**config.mk**
```make
export PLATFORM = sky130hd
export DESIGN_NAME = scrambler_sequencer
export DESIGN_NICKNAME = d
export VERILOG_FILES = /design/src/rtl/scrambler_sequencer.sv
export SDC_FILE = /design/constraint.sdc
export NUM_CORES = 1
export LEC_CHECK = 0
export ABC_CLOCK_PERIOD_IN_PS = 4200
export CAP_MARGIN = 40
export CELL_PAD_IN_SITES_DETAIL_PLACEMENT = 1
export CELL_PAD_IN_SITES_GLOBAL_PLACEMENT = 1
export CORE_MARGIN = 10
export CORE_UTILIZATION = 30
export DETAILED_ROUTE_END_ITERATION = 6
export PLACE_DENSITY_LB_ADDON = 0.25
export SYNTH_ARGS = -nofsm -noshare
export SYNTH_HDL_FRONTEND = slang
export SYNTH_SLANG_ARGS = --single-unit
export TNS_END_PERCENT = 5
```
**constraint.sdc**
```tcl
create_clock -name Clock -period 4.2 [get_ports Clock]
set_input_delay 1.05 -clock Clock [delete_from_list [all_inputs] [get_ports Clock]]
set_output_delay 1.05 -clock Clock [all_outputs]
set_load 0.01 [all_outputs]
```
**src/rtl/scrambler_sequencer.sv**
```systemverilog
// 802.11a transmit scrambler frame sequencer: SERVICE, PSDU, tail and pad
// emitted through an x^7+x^4+1 scrambler over valid/ready bit handshakes.
module scrambler_sequencer #(
  parameter int N_DBPS = 24,
  parameter int LEN_W  = 12
) (
  input  logic             Clock,
  input  logic             Reset_n,
  input  logic             Start,
  input  logic [6:0]       Seed,
  input  logic [LEN_W-1:0] Length,
  input  logic             In_Bit,
  input  logic             In_Valid,
  output logic             In_Ready,
  output logic             Out_Bit,
  output logic             Out_Valid,
  input  logic             Out_Ready,
  output logic             Busy,
  output logic             Done,
  output logic             Err
);

  localparam int SW = $clog2(N_DBPS);
  localparam int BW = LEN_W + 3;

  typedef enum logic [2:0] {
    S_IDLE,
    S_SERVICE,
    S_DATA,
    S_TAIL,
    S_PAD,
    S_DONE
  } state_t;

  state_t           state_q;
  logic [6:0]       lfsr_q, lfsr_d;
  logic [LEN_W-1:0] len_q;
  logic [BW-1:0]    bcnt_q, bcnt_d;
  logic [SW-1:0]    sym_q, sym_d;
  logic             err_q;

  logic          fb;
  logic          beat;
  logic          bit_last;
  logic [BW-1:0] data_last;

  assign fb        = lfsr_q[6] ^ lfsr_q[3];
  assign beat      = Out_Valid & Out_Ready;
  assign data_last = {len_q, 3'b000} - BW'(1);
  assign lfsr_d    = {lfsr_q[5:0], fb};
  assign bcnt_d    = bit_last ? '0 : bcnt_q + BW'(1);
  assign sym_d     = (sym_q == SW'(N_DBPS - 1)) ? '0
                                                : sym_q + SW'(1);

  assign Busy = (state_q != S_IDLE);
  assign Done = (state_q == S_DONE);
  assign Err  = err_q;

  // DATA passes the upstream handshake straight through to the encoder
  always_comb begin
    Out_Bit   = 1'b0;
    Out_Valid = 1'b0;
    In_Ready  = 1'b0;
    bit_last  = 1'b0;
    unique case (state_q)
      S_SERVICE: begin
        Out_Bit   = fb;
        Out_Valid = 1'b1;
        bit_last  = (bcnt_q == BW'(15));
      end
      S_DATA: begin
        Out_Bit   = In_Bit ^ fb;
        Out_Valid = In_Valid;
        In_Ready  = Out_Ready;
        bit_last  = (bcnt_q == data_last);
      end
      S_TAIL: begin
        Out_Valid = 1'b1;
        bit_last  = (bcnt_q == BW'(5));
      end
      S_PAD: begin
        Out_Bit   = fb;
        Out_Valid = 1'b1;
      end
      default: ;
    endcase
  end

  always_ff @(posedge Clock or negedge Reset_n) begin
    if (!Reset_n) begin
      state_q <= S_IDLE;
      lfsr_q  <= 7'h7F;
      len_q   <= '0;
      bcnt_q  <= '0;
      sym_q   <= '0;
      err_q   <= 1'b0;
    end else begin
      err_q <= 1'b0;
      unique case (state_q)
        S_IDLE: begin
          if (Start) begin
            if (Seed == 7'd0 || Length == '0) begin
              err_q <= 1'b1;
            end else begin
              lfsr_q  <= Seed;
              len_q   <= Length;
              bcnt_q  <= '0;
              sym_q   <= '0;
              state_q <= S_SERVICE;
            end
          end
        end
        S_DONE: state_q <= S_IDLE;
        default: begin
          if (beat) begin
            lfsr_q <= lfsr_d;
            bcnt_q <= bcnt_d;
            sym_q  <= sym_d;
            unique case (1'b1)
              state_q == S_SERVICE && bit_last:
                state_q <= S_DATA;
              state_q == S_DATA && bit_last:
                state_q <= S_TAIL;
              state_q == S_TAIL && bit_last:
                state_q <= (sym_d != '0) ? S_PAD : S_DONE;
              state_q == S_PAD && sym_d == '0:
                state_q <= S_DONE;
              default: ;
            endcase
          end
        end
      endcase
    end
  end

endmodule

```
==> out/metrics.csv, run 1 <==
metric;value;unit
run_status;completed;
grt_pass1_vias;2538;
setup_viol;0;
syn_nets;354;
die_height;117;microns
routed_wire_length_per_instance;15.8;microns
cellLeakagePower;1.42;nW
postLayoutCellArea;3320;sq um
clk-insertion-delay-late;300;ps
cpMaxStageDelayCell;clkdlybuf4s50_1;
vias;2448;
drc;0;
cpMostUsedCell;clkdlybuf4s50_1;
timing.hold.worst.class;register to register;
grt.overflow.total;0;
synth_top_area_cell;dfrtp_1;
post-layout-total-power;1.49;mW
timing.hold.worst.start;lfsr_q[1]$_DFFE_PN1P_;
synth_register_bits;43;
critical_path.top_delay_family;buffers and inverters;
htree_num_levels;2;
placed_cells_incl_taps;468;
die-area;13700;sq um
cp.required;3150;ps
fillers;1102;
area_growth;17.2;%
drive_gt1_share;11.8;%
worst_ep_arrival_time;2520;ps
rows;35;
crit_fanout;2;
clockPowerShare;17.8;%
worst_setup_hold_path_clk_slew;80;ps
drt_wl_total;7530;microns
insertedDiodeCount;0;
crit_path_max_incr_delay;570;ps
viasPerCell;5.14;
grt_usage;11.5;%
tritoncts_num_sinks;43;
postPlaceCellArea;3240;sq um
synth_sequential_area_ratio;38.2;%
grt_pass1_wl;12800;microns
nNetsFinal;375;
total_count_of_max_transition_violations_in_the_final_report;0;
comb_power_share;33.8;%
boundaryPins;31;
power_per_cell_area;449;nW/um^2
maxSlewHeadroom;62.1;%
tritoncts.num_buffers;5;
ys_types;56;
fin_worst_hold_slack;488;ps
post_cts_resized;0;
floorplan.initialDensity;30.7;%
holdPathStages;2;
most_used_cells_in_the_layout_excluding_fill_and_tap_cells;39 x nand2_1, 36 x dfrtp_1, 29 x clkdlybuf4s50_1, 23 x nor2_1, 19 x o21ai_0;
floorplan.core_area;9240;sq um
buffer_ports.inserted;30;
setup_ws;628;ps
maxCapViolCount;0;
maximum_number_of_pins_on_one_net_before_global_route_repair;29;
grt_antenna_before_repair;0;
synth.cell_area;2840;sq um
root_buffer_cell;clkbuf_8;
switching_share;38.0;%
synthCells;325;
final.period_utilization;85.1;%
die_width;117;microns
detailedPlacementHpwl;5650;microns
setup_total_negative_slack;0;ps
gpl.final_weighted_congestion;0.746;
ordered_list_of_cells_on_the_worst_path;clkdlybuf4s50_1 -> nand2b_1 -> a21oi_1 -> a31oi_1 -> o22ai_1 -> clkdlybuf4s50_1;
timing.critical_path.buf_inv;2;
layout_commonest_cell;nand2_1;
dr.pass1.iters;6;
worstReg2RegEnd;bcnt_q[11]$_DFFE_PN0P_;
ir_worst_vdd;0.000205;V
net-switching-power;0.568;mW
achievable-frequency;280;MHz
setup.worst_path.start_class;input port;
final_cells;476;
seq_power_share;48.4;%
ys_async_sr_fraction;100;%
source_of_the_worst_register_to_register_timing_path;len_q[0]$_DFFE_PN0P_;
p_int;0.925;mW
place_worst_setup_slack;633;ps
final_period_minus_worst_setup_slack;3570;ps
timing.reg2reg.setup_slack;790;ps
ff2ff_path_depth;11;
clock_tree_from_tritoncts;built;
timing.critical_path.to_type;output pin;
grt_setup_unrepaired;false;
finClkSkew;10.9;ps
synth_enable_flop_cells;0;
finalHoldViolCount;0;
clockBufferDepth;2;
finish.utilization;36.0;%
hold_buffers;0;
holdPathEnd;lfsr_q[2]$_DFFE_PN1P_;
detail-route-antenna-nets;0;
synth.avg_cell_area;8.73;sq um
max_slew.worst_pin.slew;567;ps
synth_ff_type;dfrtp_1;
ys_top_cells_by_area;dfrtp_1 32%, dfstp_2 6.5%, nand2_1 5.2%;
cts_post_setup_buffers_inserted;0;
setup.worst_path.class;input port to output pin;
synth_top_area_share;31.8;%
initialDrtViolationCount;120;
synthesis.yosys.warnings;0;
-- layer usage --
metal	GRT usage (%)	part of all wire, %	vias up
li1	-	-	1223
met2	18.0	46	25
met4	2.47	0.78	0
met1	15.9	50	1193
met3	2.50	2.8	7
met5	0	0	-
-- flip-flops by register name, indices dropped and copies added, names as in the netlist --
name / flops
Err: 1
bcnt_q: 15
lfsr_q: 7
len_q: 12
sym_q: 5
state_q: 3
-- worst max-delay path by stage --
stage | cells past startpoint | endpoint | start | slack (ps)
after floorplan | 12 | bcnt_q[8]$_DFFE_PN0P_ | len_q[0]$_DFFE_PN0P_ | 1000
after global placement | 6 | Out_Bit | In_Bit | 650
after detailed placement | 6 | Out_Bit | In_Bit | 630
after CTS | 6 | Out_Bit | In_Bit | 630
after global routing | 6 | Out_Bit | In_Bit | 490
final | 6 | Out_Bit | In_Bit | 630
-- cell type report --
type	count	area (sq um)	share of cell area (%)
Sequential cell	43	1080	32.6
Multi-Input combinational cell	254	1620	48.8
Timing Repair Buffer	36	353	10.6
Clock buffer	7	76.3	2.30
Tap cell	129	161	4.86
Inverter	6	22.5	0.677
Clock inverter	1	5.00	0.151
-- cell families after synthesis --
family	count (synthesis)	synth area share (%)
multiplexers	14	5.47
adder cells (fa/ha/maj)	4	1.76
flip-flops	43	38.2
XOR/XNOR	11	3.88
AND/OR/NAND/NOR	150	27.9
AO/OA/AOI/OAI	75	18.1
buffers and inverters	28	4.59
-- synthesized netlist by cell type, drive strengths merged, types with 3 or more instances --
cell type / count
a31oi: 8
nor3b: 5
a21o: 6
a211o: 7
a21oi: 14
o41ai: 3
inv: 5
or2: 3
o31ai: 3
or3: 3
dfstp: 7
nor4: 10
nand4: 3
clkbuf: 18
and3: 6
nor2: 23
buf: 4
nor2b: 3
o21ai: 23
nor3: 16
nand4b: 3
mux2: 12
xnor2: 6
and2: 5
ha: 4
xor2: 4
nand3: 15
nand2b: 5
dfrtp: 36
nand2: 39
or4: 5
-- power groups by stage --
stage                     Sequential, mW  Clock (mW)  Combinational, mW
after floorplan                    0.645           0              0.438
after global placement             0.716           0              0.487
after detailed placement           0.728           0              0.510
after CTS                          0.722       0.276              0.514
after global routing               0.752       0.294              0.579
final                              0.723       0.265              0.505
-- worst register-to-register path, stage by stage (launching register included) --
cell      delay, ps
dfrtp_1         460
inv_1            90
ha_1            170
or3b_1          500
or4_4           470
a21boi_2        140
o21ai_1         100
a211o_1         340
o41ai_4         340
buf_4           320
nor3_1          100
a211o_1         280
Power figures use the tool's default switching activity.
==> run 2, diff against run 1 <==
--- a/config.mk
+++ b/config.mk
@@ -6,13 +6,14 @@
 export NUM_CORES = 1
 export LEC_CHECK = 0
 export ABC_CLOCK_PERIOD_IN_PS = 4200
-export CAP_MARGIN = 40
+export CAP_MARGIN = 0
 export CELL_PAD_IN_SITES_DETAIL_PLACEMENT = 1
 export CELL_PAD_IN_SITES_GLOBAL_PLACEMENT = 1
 export CORE_MARGIN = 10
 export CORE_UTILIZATION = 30
 export DETAILED_ROUTE_END_ITERATION = 6
 export PLACE_DENSITY_LB_ADDON = 0.25
+export SKIP_LAST_GASP = 1
 export SYNTH_ARGS = -nofsm -noshare
 export SYNTH_HDL_FRONTEND = slang
 export SYNTH_SLANG_ARGS = --single-unit
==> out/metrics.csv, run 2 (same netlist as run 1, synthesis figures left out) <==
metric;value;unit;change
setup.worst_path.class;input port to output pin;;
routed_wire_length_per_instance;15.8;microns;+0.17%
cp.required;3150;ps;about the same
post_cts_resized;0;;unchanged
setup_viol;0;;unchanged
gpl.final_weighted_congestion;0.746;;unchanged
die_width;117;microns;unchanged
detailedPlacementHpwl;5510;microns;-2.5%
cts_post_setup_buffers_inserted;0;;unchanged
layout.area.seq;1080;sq um;unchanged
drc;0;;unchanged
holdPathStages;2;;unchanged
grt_pass1_vias;2512;;-1.0%
final_cells;475;;-0.21%
grt_pass1_wl;12600;microns;-1.6%
floorplan.core_area;9240;sq um;unchanged
setup_ws;618;ps;-10.2 ps
setup_total_negative_slack;0;ps;unchanged
area_growth;16.9;%;
fillers;1104;;+0.18%
grt_usage;11.4;%;-0.19 points
place_worst_setup_slack;630;ps;-2.62 ps
dr.pass1.iters;6;;unchanged
detail-route-antenna-nets;0;;unchanged
timing.hold.worst.class;register to register;;
vias;2500;;+2.1%
tritoncts_num_sinks;43;;unchanged
initialDrtViolationCount;144;;+20%
cellLeakagePower;1.42;nW;-0.24%
maxSlewHeadroom;30.9;%;-31 points
drt_wl_total;7530;microns;about the same
clock_tree_from_tritoncts;built;;
setup.worst_path.start_class;input port;;
routed.top_layer;met4;;
worst_setup_hold_path_clk_slew;90;ps;about the same
timing.hold.worst.start;lfsr_q[1]$_DFFE_PN1P_;;
clk-insertion-delay-late;300;ps;about the same
met2RoutedLength;3490;microns;about the same
source_of_the_worst_register_to_register_timing_path;len_q[0]$_DFFE_PN0P_;;
run_status;completed;;
die_height;117;microns;unchanged
tritoncts.num_buffers;5;;unchanged
rows;35;;unchanged
most_used_cells_in_the_layout_excluding_fill_and_tap_cells;39 x nand2_1, 36 x dfrtp_1, 29 x clkdlybuf4s50_1, 23 x nor2_1, 19 x o21ai_0;;
register_containing_the_most_flip_flops_in_the_final_layout;bcnt_q;;
finClkSkew;10.6;ps;-0.263 ps
achievable-frequency;279;MHz;-0.28%
viasPerCell;5.26;;+2.3%
timing.reg2reg.setup_slack;800;ps;about the same
met3_wirelength;216;microns;+3.3%
boundaryPins;31;;unchanged
nNetsFinal;374;;-0.27%
grt.overflow.total;0;;unchanged
drive_gt1_share;11.8;%;+0.034 points
grt_setup_unrepaired;false;;
worst_ep_arrival_time;2530;ps;about the same
max_slew.worst_pin.slew;1040;ps;+470 ps
largestRegisters;bcnt_q x15, len_q x12, lfsr_q x7;;
final.period_utilization;85.3;%;+0.24 points
insertedDiodeCount;0;;unchanged
maxCapViolCount;0;;unchanged
total_count_of_max_transition_violations_in_the_final_report;0;;unchanged
floorplan.initialDensity;30.7;%;unchanged
crit_fanout;2;;unchanged
final_period_minus_worst_setup_slack;3580;ps;+10.2 ps
hold_buffers;0;;unchanged
placed_cells_incl_taps;467;;-0.21%
cp-startpoint;In_Bit;;
power_per_cell_area;457;nW/um^2;+1.6%
layout_commonest_cell;nand2_1;;
ir_worst_vdd;0.000238;V;+16%
buffer_ports.inserted;30;;unchanged
wl_met1;3750;microns;-0.42%
ff2ff_path_depth;11;;unchanged
worstReg2RegEnd;bcnt_q[11]$_DFFE_PN0P_;;
holdPathEnd;lfsr_q[2]$_DFFE_PN1P_;;
number_of_flip_flops_in_the_largest_register;15;;unchanged
root_buffer_cell;clkbuf_8;;
grt_antenna_before_repair;0;;unchanged
timing.critical_path.to_type;output pin;;
finalHoldViolCount;0;;unchanged
maximum_number_of_pins_on_one_net_before_global_route_repair;44;;+52%
clockBufferDepth;2;;unchanged
htree_num_levels;2;;unchanged
multi_input_area;1620;sq um;unchanged
die-area;13700;sq um;unchanged
-- run 2: changes by cell type in the layout (fill, tap and decap cells not counted), sizes merged --
cell,change
buf,-1
-- run 2: critical path, cell delays in order --
cell and delay [ps]:
clkdlybuf4s50_1 410, nand2b_1 140, a21oi_1 170, a31oi_1 50, o22ai_1 140, clkdlybuf4s50_1 570
-- run 2: layer usage --
layer,up-vias,GRT usage (%)
li1,1224,-
met1,1238,15.4
met2,31,18.1
met3,7,2.40
met4,0,2.47
met5,-,0
-- run 2: layout make-up --
cell class              count  share of cell area (%)
multi-input cells         254                    48.9
flip-flops and latches     43                    32.7
repair buffers             35                    10.0
well taps                 129                    4.87
clock buffers               7                    2.60
inverters                   6                   0.680
clock inverters             1                   0.151
-- run 2: per-stage QoR --
stage,power [mW],hold slack (ps),util (%),area (sq um)
finish,1.51,489,35.9,3310
global route,1.64,509,35.9,3310
CTS,1.53,492,35.9,3310
detailed placement,1.24,479,34.9,3220
global placement,1.20,475,34.9,3220
floorplan,1.08,468,-,2840
-- run 2: report_power, final --
group	internal, mW	switching, mW
clock	0.133	0.153
sequential	0.553	0.169
combinational	0.253	0.252
-- run 2: worst max-delay path by stage --
stage                                  endpoint  slack, ps  cells past startpoint
after floorplan           bcnt_q[8]$_DFFE_PN0P_       1000                     12
after global placement                  Out_Bit        650                      6
after detailed placement                Out_Bit        630                      6
after CTS                               Out_Bit        630                      6
after global routing                    Out_Bit        510                      6
final                                   Out_Bit        620                      6
==> run 3, diff against run 2 <==
--- a/config.mk
+++ b/config.mk
@@ -14,6 +14,7 @@
 export DETAILED_ROUTE_END_ITERATION = 6
 export PLACE_DENSITY_LB_ADDON = 0.25
 export SKIP_LAST_GASP = 1
+export SLEW_MARGIN = 25
 export SYNTH_ARGS = -nofsm -noshare
 export SYNTH_HDL_FRONTEND = slang
 export SYNTH_SLANG_ARGS = --single-unit
==> out/metrics.csv, run 3 (same netlist as run 1, synthesis figures left out) <==
metric;value;unit;change
setup_viol;0;;unchanged
worstReg2RegEnd;bcnt_q[11]$_DFFE_PN0P_;;
ff2ff_path_depth;11;;unchanged
run_status;completed;;
tritoncts.num_buffers;5;;unchanged
routed.top_layer;met4;;
detail-route-antenna-nets;0;;unchanged
worst_ep_arrival_time;2530;ps;about the same
grt_pass1_vias;2512;;unchanged
worst_setup_path_endpoint;Out_Bit;;
post_cts_resized;0;;unchanged
finish.utilization;35.9;%;about the same
cts_post_setup_buffers_inserted;0;;unchanged
largestRegisters;bcnt_q x15, len_q x12, lfsr_q x7;;
ir_worst_vdd;0.000238;V;about the same
layout_commonest_cell;nand2_1;;
most_used_cells_in_the_layout_excluding_fill_and_tap_cells;39 x nand2_1, 36 x dfrtp_1, 29 x clkdlybuf4s50_1, 23 x nor2_1, 19 x o21ai_0;;
htree_num_levels;2;;unchanged
boundaryPins;31;;unchanged
initialDrtViolationCount;144;;unchanged
hold_buffers;0;;unchanged
detailedPlacementHpwl;5510;microns;about the same
nNetsFinal;374;;unchanged
post-layout-total-power;1.51;mW;-0.11%
rows;35;;unchanged
grt_pass1_wl;12600;microns;unchanged
drive_gt1_share;11.8;%;unchanged
grt.overflow.total;0;;unchanged
fillers;1105;;+0.091%
worst_setup_hold_path_clk_slew;80;ps;about the same
grt_usage;11.4;%;unchanged
insertedDiodeCount;0;;unchanged
vias;2499;;-0.040%
final.period_utilization;85.3;%;about the same
timing.critical_path.to_type;output pin;;
finClkSkew;10.6;ps;unchanged
power_per_cell_area;456;nW/um^2;-0.19%
wl_met1;3740;microns;-0.35%
die_height;117;microns;unchanged
cp.required;3150;ps;about the same
max_slew.worst_pin.slew;606;ps;-431 ps
floorplan.core_area;9240;sq um;unchanged
maximum_number_of_pins_on_one_net_before_global_route_repair;44;;unchanged
achievable-frequency;279;MHz;about the same
timing.reg2reg.setup_slack;810;ps;about the same
grt_setup_unrepaired;false;;
tritoncts_num_sinks;43;;unchanged
drc;0;;unchanged
timing.hold.worst.class;register to register;;
die_width;117;microns;unchanged
met3_wirelength;216;microns;unchanged
register_containing_the_most_flip_flops_in_the_final_layout;bcnt_q;;
gpl.final_weighted_congestion;0.746;;unchanged
maxSlewHeadroom;59.5;%;+29 points
setup.worst_path.start_class;input port;;
clk-insertion-delay-late;300;ps;about the same
met2RoutedLength;3500;microns;+0.17%
finalHoldViolCount;0;;unchanged
final_period_minus_worst_setup_slack;3580;ps;+0.0760 ps
cellLeakagePower;1.42;nW;about the same
multi_input_area;1620;sq um;unchanged
floorplan.initialDensity;30.7;%;unchanged
buffer_ports.inserted;30;;unchanged
setup_total_negative_slack;0;ps;unchanged
crit_fanout;2;;unchanged
area_growth;16.9;%;about the same
source_of_the_worst_register_to_register_timing_path;len_q[0]$_DFFE_PN0P_;;
grt_antenna_before_repair;0;;unchanged
total_count_of_max_transition_violations_in_the_final_report;0;;unchanged
clock_tree_from_tritoncts;built;;
root_buffer_cell;clkbuf_8;;
setup.worst_path.class;input port to output pin;;
cp-startpoint;In_Bit;;
clockBufferDepth;2;;unchanged
maxCapViolCount;0;;unchanged
dr.pass1.iters;6;;unchanged
drt_wl_total;7520;microns;about the same
layout.area.seq;1080;sq um;unchanged
number_of_flip_flops_in_the_largest_register;15;;unchanged
viasPerCell;5.26;;about the same
die-area;13700;sq um;unchanged
routed_wire_length_per_instance;15.8;microns;about the same
==> run 3: cell counts in the layout (fill, tap and decap cells not counted) <==
No cell type changed its count.
==> run 3: layout make-up <==
class	instances	area share [%]
clock inverter	1	0.151
tap	129	4.87
inverter	6	0.679
sequential	43	32.7
clock buffer	7	2.60
multi-input combinational	254	48.9
timing repair buffer	35	10.1
==> run 3: critical path: stages <==
cell and delay (ps):
clkdlybuf4s50_1 410, nand2b_1 140, a21oi_1 170, a31oi_1 50
o22ai_1 140, clkdlybuf4s50_1 570
==> run 3: how the worst min path moves through the flow <==
stage	cells after the start	from	to	slack (ps)
after CTS	2	lfsr_q[1]$_DFFE_PN1P_	lfsr_q[2]$_DFFE_PN1P_	490
after detailed placement	2	lfsr_q[1]$_DFFE_PN1P_	lfsr_q[2]$_DFFE_PN1P_	480
after global routing	2	lfsr_q[0]$_DFFE_PN1P_	lfsr_q[1]$_DFFE_PN1P_	510
after global placement	2	lfsr_q[4]$_DFFE_PN1P_	lfsr_q[5]$_DFFE_PN1P_	480
final	2	lfsr_q[1]$_DFFE_PN1P_	lfsr_q[2]$_DFFE_PN1P_	490
after floorplan	2	lfsr_q[0]$_DFFE_PN1P_	lfsr_q[1]$_DFFE_PN1P_	470
==> run 3: per-layer routing <==
metal / track usage (%) / up-vias
li1: - / 1224
met1: 15.4 / 1237
met2: 18.1 / 31
met3: 2.40 / 7
met4: 2.47 / 0
met5: 0 / -
==> run 3: per-stage QoR <==
step	instances	area (sq um)	setup WS [ps]	hold WS [ps]
global route	475	3320	507	509
finish	475	3320	618	489
detailed placement	467	3230	630	479
floorplan	325	2840	998	468
CTS	475	3320	625	492
global placement	467	3220	649	475
==> run 3: power by group <==
part | internal (mW) | leakage [nW] | switching, mW
Sequential | 0.553 | 0.537 | 0.169
Combinational | 0.253 | 0.835 | 0.252
Clock | 0.133 | 0.0482 | 0.151
==> RTL edit 1, RTL diff (flow settings as in run 2) <==
Set the parameter `N_DBPS` to 12 (it was 24).
--- a/src/rtl/scrambler_sequencer.sv
+++ b/src/rtl/scrambler_sequencer.sv
@@ -1,7 +1,7 @@
 // 802.11a transmit scrambler frame sequencer: SERVICE, PSDU, tail and pad
 // emitted through an x^7+x^4+1 scrambler over valid/ready bit handshakes.
 module scrambler_sequencer #(
-  parameter int N_DBPS = 24,
+  parameter int N_DBPS = 12,
   parameter int LEN_W  = 12
 ) (
   input  logic             Clock,
Behaviour: no difference found for any inputs over 10 cycles, from zero or initial values and one cycle with Reset_n low; that may be too few to reach the edited logic, so the function may still have changed.
==> RTL edit 1 against run 2 <==
  * Critical path depth did not move
  * Setup slack got worse by 14 ps
  * Die area is 2.2% lower
  * Fmax shrank 0.40%
  * Area after synthesis shrank 2.7%
  * Sequential cell count shrank 1
  * Cell count shrank 6.9%
  * Hold slack better by 5.5 ps
  * Routed wire length fell by 1.5%
  * Design area shrank 1.7%
  * Critical endpoint unchanged
Power is not compared: it rests on default switching activity, and its combinational part moved more than twofold at a synthesized area within 25%.
==> RTL edit 1: results (changes against run 2) <==
Min path:
- The worst hold path begins at lfsr_q[1].
- In this run the worst hold path is classified as reg -> reg.
- The number of cells on the worst hold path is 2 (unchanged).

CTS:
- The root cell of the clock tree is clkbuf_8.
- The number of hold buffers added after CTS is 0 (unchanged).
- The H-tree level count is 2 (unchanged).
- The post-CTS clock slew at the launch and capture registers of the worst setup and hold paths is 80 ps.
- The clock latency on the worst-skew pair is 300 ps (about the same).
- The quantity of gates resized following cts is 0 (unchanged).
- The CTS buffer count is 5 (unchanged).
- The maximum number of buffers from clock root to sink is 2 (unchanged).

Global route:
- The number of antenna violations at the first check in global routing came to 0 (unchanged).
- The total routing usage reported by global routing is 11.7% (+0.39 points).
- The via count of the first global-routing pass was 2476 (-1.4%).
- The maximum number of pins on one net before global-route repair is 43 (-2.3%).
- The global-route wire length before repair was 12800 um (+1.5%).

Layout:
- The diode insertion count for antenna repair is 0 (unchanged).
- The fraction of layout cells with a size suffix above 1 is 13.2% (+1.3 points).
- The total number of nets in the final design was 362 (-3.2%).
- In the final layout, the registers with the most flip-flops are bcnt_q x15, len_q x12, lfsr_q x7.
- The number of fillers in the final layout is 1053 (-4.6%).

Synthesis:
- The most frequent cell after synthesis is nor2_1.
- The number of distinct library cells after synthesis is 60 (+7.1%).
- By count the netlist is led by nor2_1 (38), dfrtp_1 (35), nand2_1 (34), clkbuf_1 (14).
- The post-synth net total is 337 (-4.8%).
- The proportion of register bits with asynchronous set or reset after synthesis is 100% (unchanged).
- Ranked by total cell area, the synthesized netlist is headed by dfrtp_1 (32%), dfstp_2 (6.7%), nor2_1 (5.2%).
- The sequential element share of the synthesized area is 38.4% (+0.15 points).
- The number of warnings reported in the yosys synthesis log was 0 (unchanged).

Placed design:
- The sum of net half-perimeters after detailed placement is 5700 um (+3.4%).
- The count of port buffers added during placement is 30 (unchanged).
- The placer congestion estimate was 0.768 (+2.9%).

Setup path:
- The data arrival time of the critical path is 2550 ps (+20 ps).
- Tracing the worst setup path back leads to its startpoint at In_Bit.
- The cell depth of the worst flop-to-flop path came to 11 (unchanged).
- The worst reg2reg path startpoint is len_q[0].
- The worst-path maximum fanout is 1 (-1).
- The largest individual stage delay along the critical path comes from the cell clkdlybuf4s50_1.
- The cell class contributing the biggest share of worst-path delay is buffers and inverters.

Run status:
- The flow ran to the end, and the final reports show no timing, DRC or antenna violations.

Detailed routing:
- The number of detailed-routing iterations run before antenna repair is 4 (-2).
- The mean routed wirelength per cell is 16.8 um (+5.8%).
- The overall via count from detail_route is 2358 (-5.7%).
- The initial detailed-routing violation count is 118 (-18%).

STA:
- The slew at the pin closest to its max-slew limit was 963 ps (-73.6 ps).
- The setup skew after layout is 2.87 ps (-7.78 ps).

Power:
- Summed over all cells, the static leakage comes to 1.46 nW.
- The design internal power is 0.753 mW.
- IR analysis of the VDD net gives a maximum drop of 153 uV.
## RTL edit 1: cell count changes after synthesis, moves of 5 or more
cell and change:
xor2_1 +6, a211o_1 -6, nor3_1 -11, o21ai_0 -11, nand4_1 +5, nor2_1 +15
nand2_1 -5, xnor2_1 +7, nand3_1 -5
## RTL edit 1: power groups by stage
stage               sequential (mW)  combinational, mW  clock, mW
finish                        0.539              0.209      0.322
CTS                           0.538              0.214      0.332
floorplan                     0.517              0.147          0
global route                  0.549              0.240      0.351
detailed placement            0.544              0.213          0
global placement              0.544              0.204          0
## RTL edit 1: tightest hold or removal path, stage by stage (launching register included)
cell	delay (ps)
dfstp_2	380
nand2_1	50
a31oi_1	70
## RTL edit 1: layer usage
layer / track usage [%] / wire length, um
met1: 15.4 / 3520
met2: 19.5 / 3560
met3: 2.58 / 272
met4: 2.25 / 61
met5: 0 / 0
## RTL edit 1: final timing paths
path                       slack (ps)        end
max reg2reg                       780  bcnt_q[9]
min reg2reg                       490  lfsr_q[2]
max                               600    Out_Bit
max in group asynchronous        2710  bcnt_q[4]
min in group asynchronous         900   len_q[2]
min                               490  lfsr_q[2]
## RTL edit 1: cell type report
class	count	share of cell area [%]
multi-input cells	238	48.3
flip-flops and latches	42	32.5
repair buffers	37	10.7
well taps	108	4.15
clock buffers	7	2.34
inverters	9	1.04
clock inverters	1	0.922
## RTL edit 1: kinds of logic (layout without fill, tap and decap cells)
logic type | after synthesis | count (layout) | synth area share [%]
xor+xnor | 25 | 25 | 8.70
mux | 13 | 13 | 5.26
compound gates | 55 | 55 | 13.5
buf+inv | 28 | 54 | 4.53
simple gates | 141 | 141 | 27.8
flops | 42 | 42 | 38.4
fa+ha+maj | 4 | 4 | 1.81
## RTL edit 1: metrics by stage
stage,setup WS [ps],std cells,hold slack (ps),instance area [sq um],total power [mW]
3_3_place_gp,631,434,474,3150,0.747
4_1_cts,580,442,496,3260,1.08
5_1_grt,463,442,518,3260,1.14
3_5_place_dp,594,434,479,3150,0.757
2_1_floorplan,1200,308,468,2760,0.665
6_report,603,442,495,3260,1.07
==> RTL edit 2, RTL diff (config.mk and constraints of run 2) <==
Made on the original files. Register the output `Err` once more, cleared by the reset; this adds one clock of latency there. The other outputs are not delayed to match.
--- a/src/rtl/scrambler_sequencer.sv
+++ b/src/rtl/scrambler_sequencer.sv
@@ -54,7 +54,13 @@
 
   assign Busy = (state_q != S_IDLE);
   assign Done = (state_q == S_DONE);
-  assign Err  = err_q;
+  always_ff @(posedge Clock or negedge Reset_n) begin
+    if (!Reset_n) begin
+      Err <= '0;
+    end else begin
+      Err <= err_q;
+    end
+  end
 
   // DATA passes the upstream handshake straight through to the encoder
   always_comb begin
Formal check against the unedited RTL: not equivalent (Yosys sat finds a counterexample within 4 cycles, from zero or initial values and one cycle with Reset_n low).
==> RTL edit 2 against run 2 <==
  * Sequential cell count grew 1
  * Critical path depth rose by 3
  * Combinational power grew 15%
  * First-iteration DRC count fell by 30%
  * Total power decreased by 0.35%
  * Fmax rose by 0.59%
  * Setup slack improved by 21 ps
  * Area after synthesis increased by 3.8%
  * Largest cell class unchanged
  * Design area rose by 5.2%
  * Routed wire length is 8.1% higher
  * Count of clock-buffer cells in the layout decreased by 1
  * Critical path type is now reg -> reg
  * Clock skew shrank 4.0 ps
  * Hold slack worse by 120 ps
  * Largest power group unchanged
  * Critical endpoint is now bcnt_q[13]
==> RTL edit 2: results (changes against run 2) <==
Setup path:
- The cell depth of the worst flop-to-flop path is 9 (-2).
- The critical path is of the reg -> reg type.
- The cell class contributing the biggest share of worst-path delay is simple AND/OR/NAND/NOR gates.
- The critical path starts at len_q[0].
- For this design, the slowest cell found on the critical path is or4b_1.

Global route:
- The global-route met2 utilization is 19.0% (+0.95 points).
- The met3 usage is 1.56% (-0.84 points).
- The global-route wire length before repair came to 14100 um (+11%).
- The total routing usage reported by global routing is 11.7% (+0.30 points).
- The maximum number of pins on one net before global-route repair came to 45 (+2.3%).

CTS:
- The TritonCTS sink count is 44 (+2.3%).

Run status:
- The flow ran to the end, and the final reports show no timing, DRC or antenna violations.

STA:
- The highest clock rate was 281 MHz (+0.59%).
- The relative slew slack is 23.0% (-7.8 points).
- The smallest hold slack is 372 ps (-117 ps).
- The setup skew after layout is 6.68 ps (-3.97 ps).

Min path:
- The terminating pin of the worst hold path is Err.

Synthesis:
- The number of distinct library cells after synthesis is 61 (+8.9%).
- In the post-synthesis netlist, the biggest area contributors are dfrtp_1 (31%), dfstp_2 (6.2%), mux2_2 (3.8%).
- Sorting the synthesized cells by how often they occur yields dfrtp_1 (37), nand2_1 (26), o21ai_0 (22), clkbuf_1 (18), nor2_1 (15).
- The sequential element share of the synthesized area was 37.7% (-0.55 points).
- The post-synth net total was 353 (-0.28%).
- The mux cell area share after synthesis is 7.56% (+2.1 points).
- The post-synthesis compound-gate area fraction came to 15.4% (-2.7 points).

Detailed routing:
- The average vias per placed instance was 5.39 (+2.5%).
- The sum of routed wire segments on met1 is 3820 um (+1.8%).
- The mean routed wirelength per cell is 16.8 um (+6.1%).
- The initial detailed-routing violation count is 101 (-30%).
- The number of detailed-routing iterations run before antenna repair is 4 (-2).
- The total length of routed met2 wires is 3880 um (+11%).
- The routed length on met3 is 290 um (+34%).

Power:
- The standby leakage power was 1.39 nW (-2.4%).

Placed design:
- The sum of net half-perimeters after detailed placement is 6240 um (+13%).
- The placer congestion estimate is 0.769 (+3.1%).
- The worst slack at placement is 565 ps (-65.3 ps).

Layout:
- The fraction of layout cells with a size suffix above 1 is 14.0% (+2.1 points).
- The multi-input gate share of the layout cell area is 49.4% (+0.47 points).
- The non-clock inverter instance count of the final layout is 7 (+1).
- The register fraction of the total cell area is 31.8% (-0.91 points).
- The number of clock-tree buffers in the layout was 6 (-1).
- The data-path buffer share of cell area in the final layout is 10.6% (+0.58 points).
- The final standard cell count with taps included and fillers excluded was 484 (+1.9%).
- The total number of nets in the final design was 379 (+1.3%).
- The area taken by multi-input logic gates came to 1720 sq um (+6.2%).

Die:
- The floorplan core area is 9680 sq um (+4.8%).
RTL edit 2: cell types whose count changed in the layout (fill, tap and decap cells not counted), moves of 3 or more:
cell and change:
or4_1 +6, o211ai_1 +4, a21o_1 -4, nor4_1 +3, o21ai_0 +3, xor2_1 +4, mux2i_1 +9, and3_1 +4
a211o_1 -7, nand2_1 -13, buf_4 +5, nand2b_1 -3, o21ai_1 -4, nor2_1 -9
RTL edit 2: power breakdown:
part / internal, mW / switching [mW] / leakage, nW
clock network: 0.132 / 0.151 / 0.0510
registers: 0.516 / 0.127 / 0.559
logic: 0.263 / 0.319 / 0.775
total: 0.911 / 0.597 / 1.39
RTL edit 2: cell families (layout without fill, tap and decap cells):
group,after synthesis,count (layout)
and+or+nand+nor,142,142
DFF,44,44
xor gates and xnor gates,16,16
buffers and inverters,28,55
muxes,21,21
adders and majority gates,4,4
AOI/OAI and AO/OA,69,69
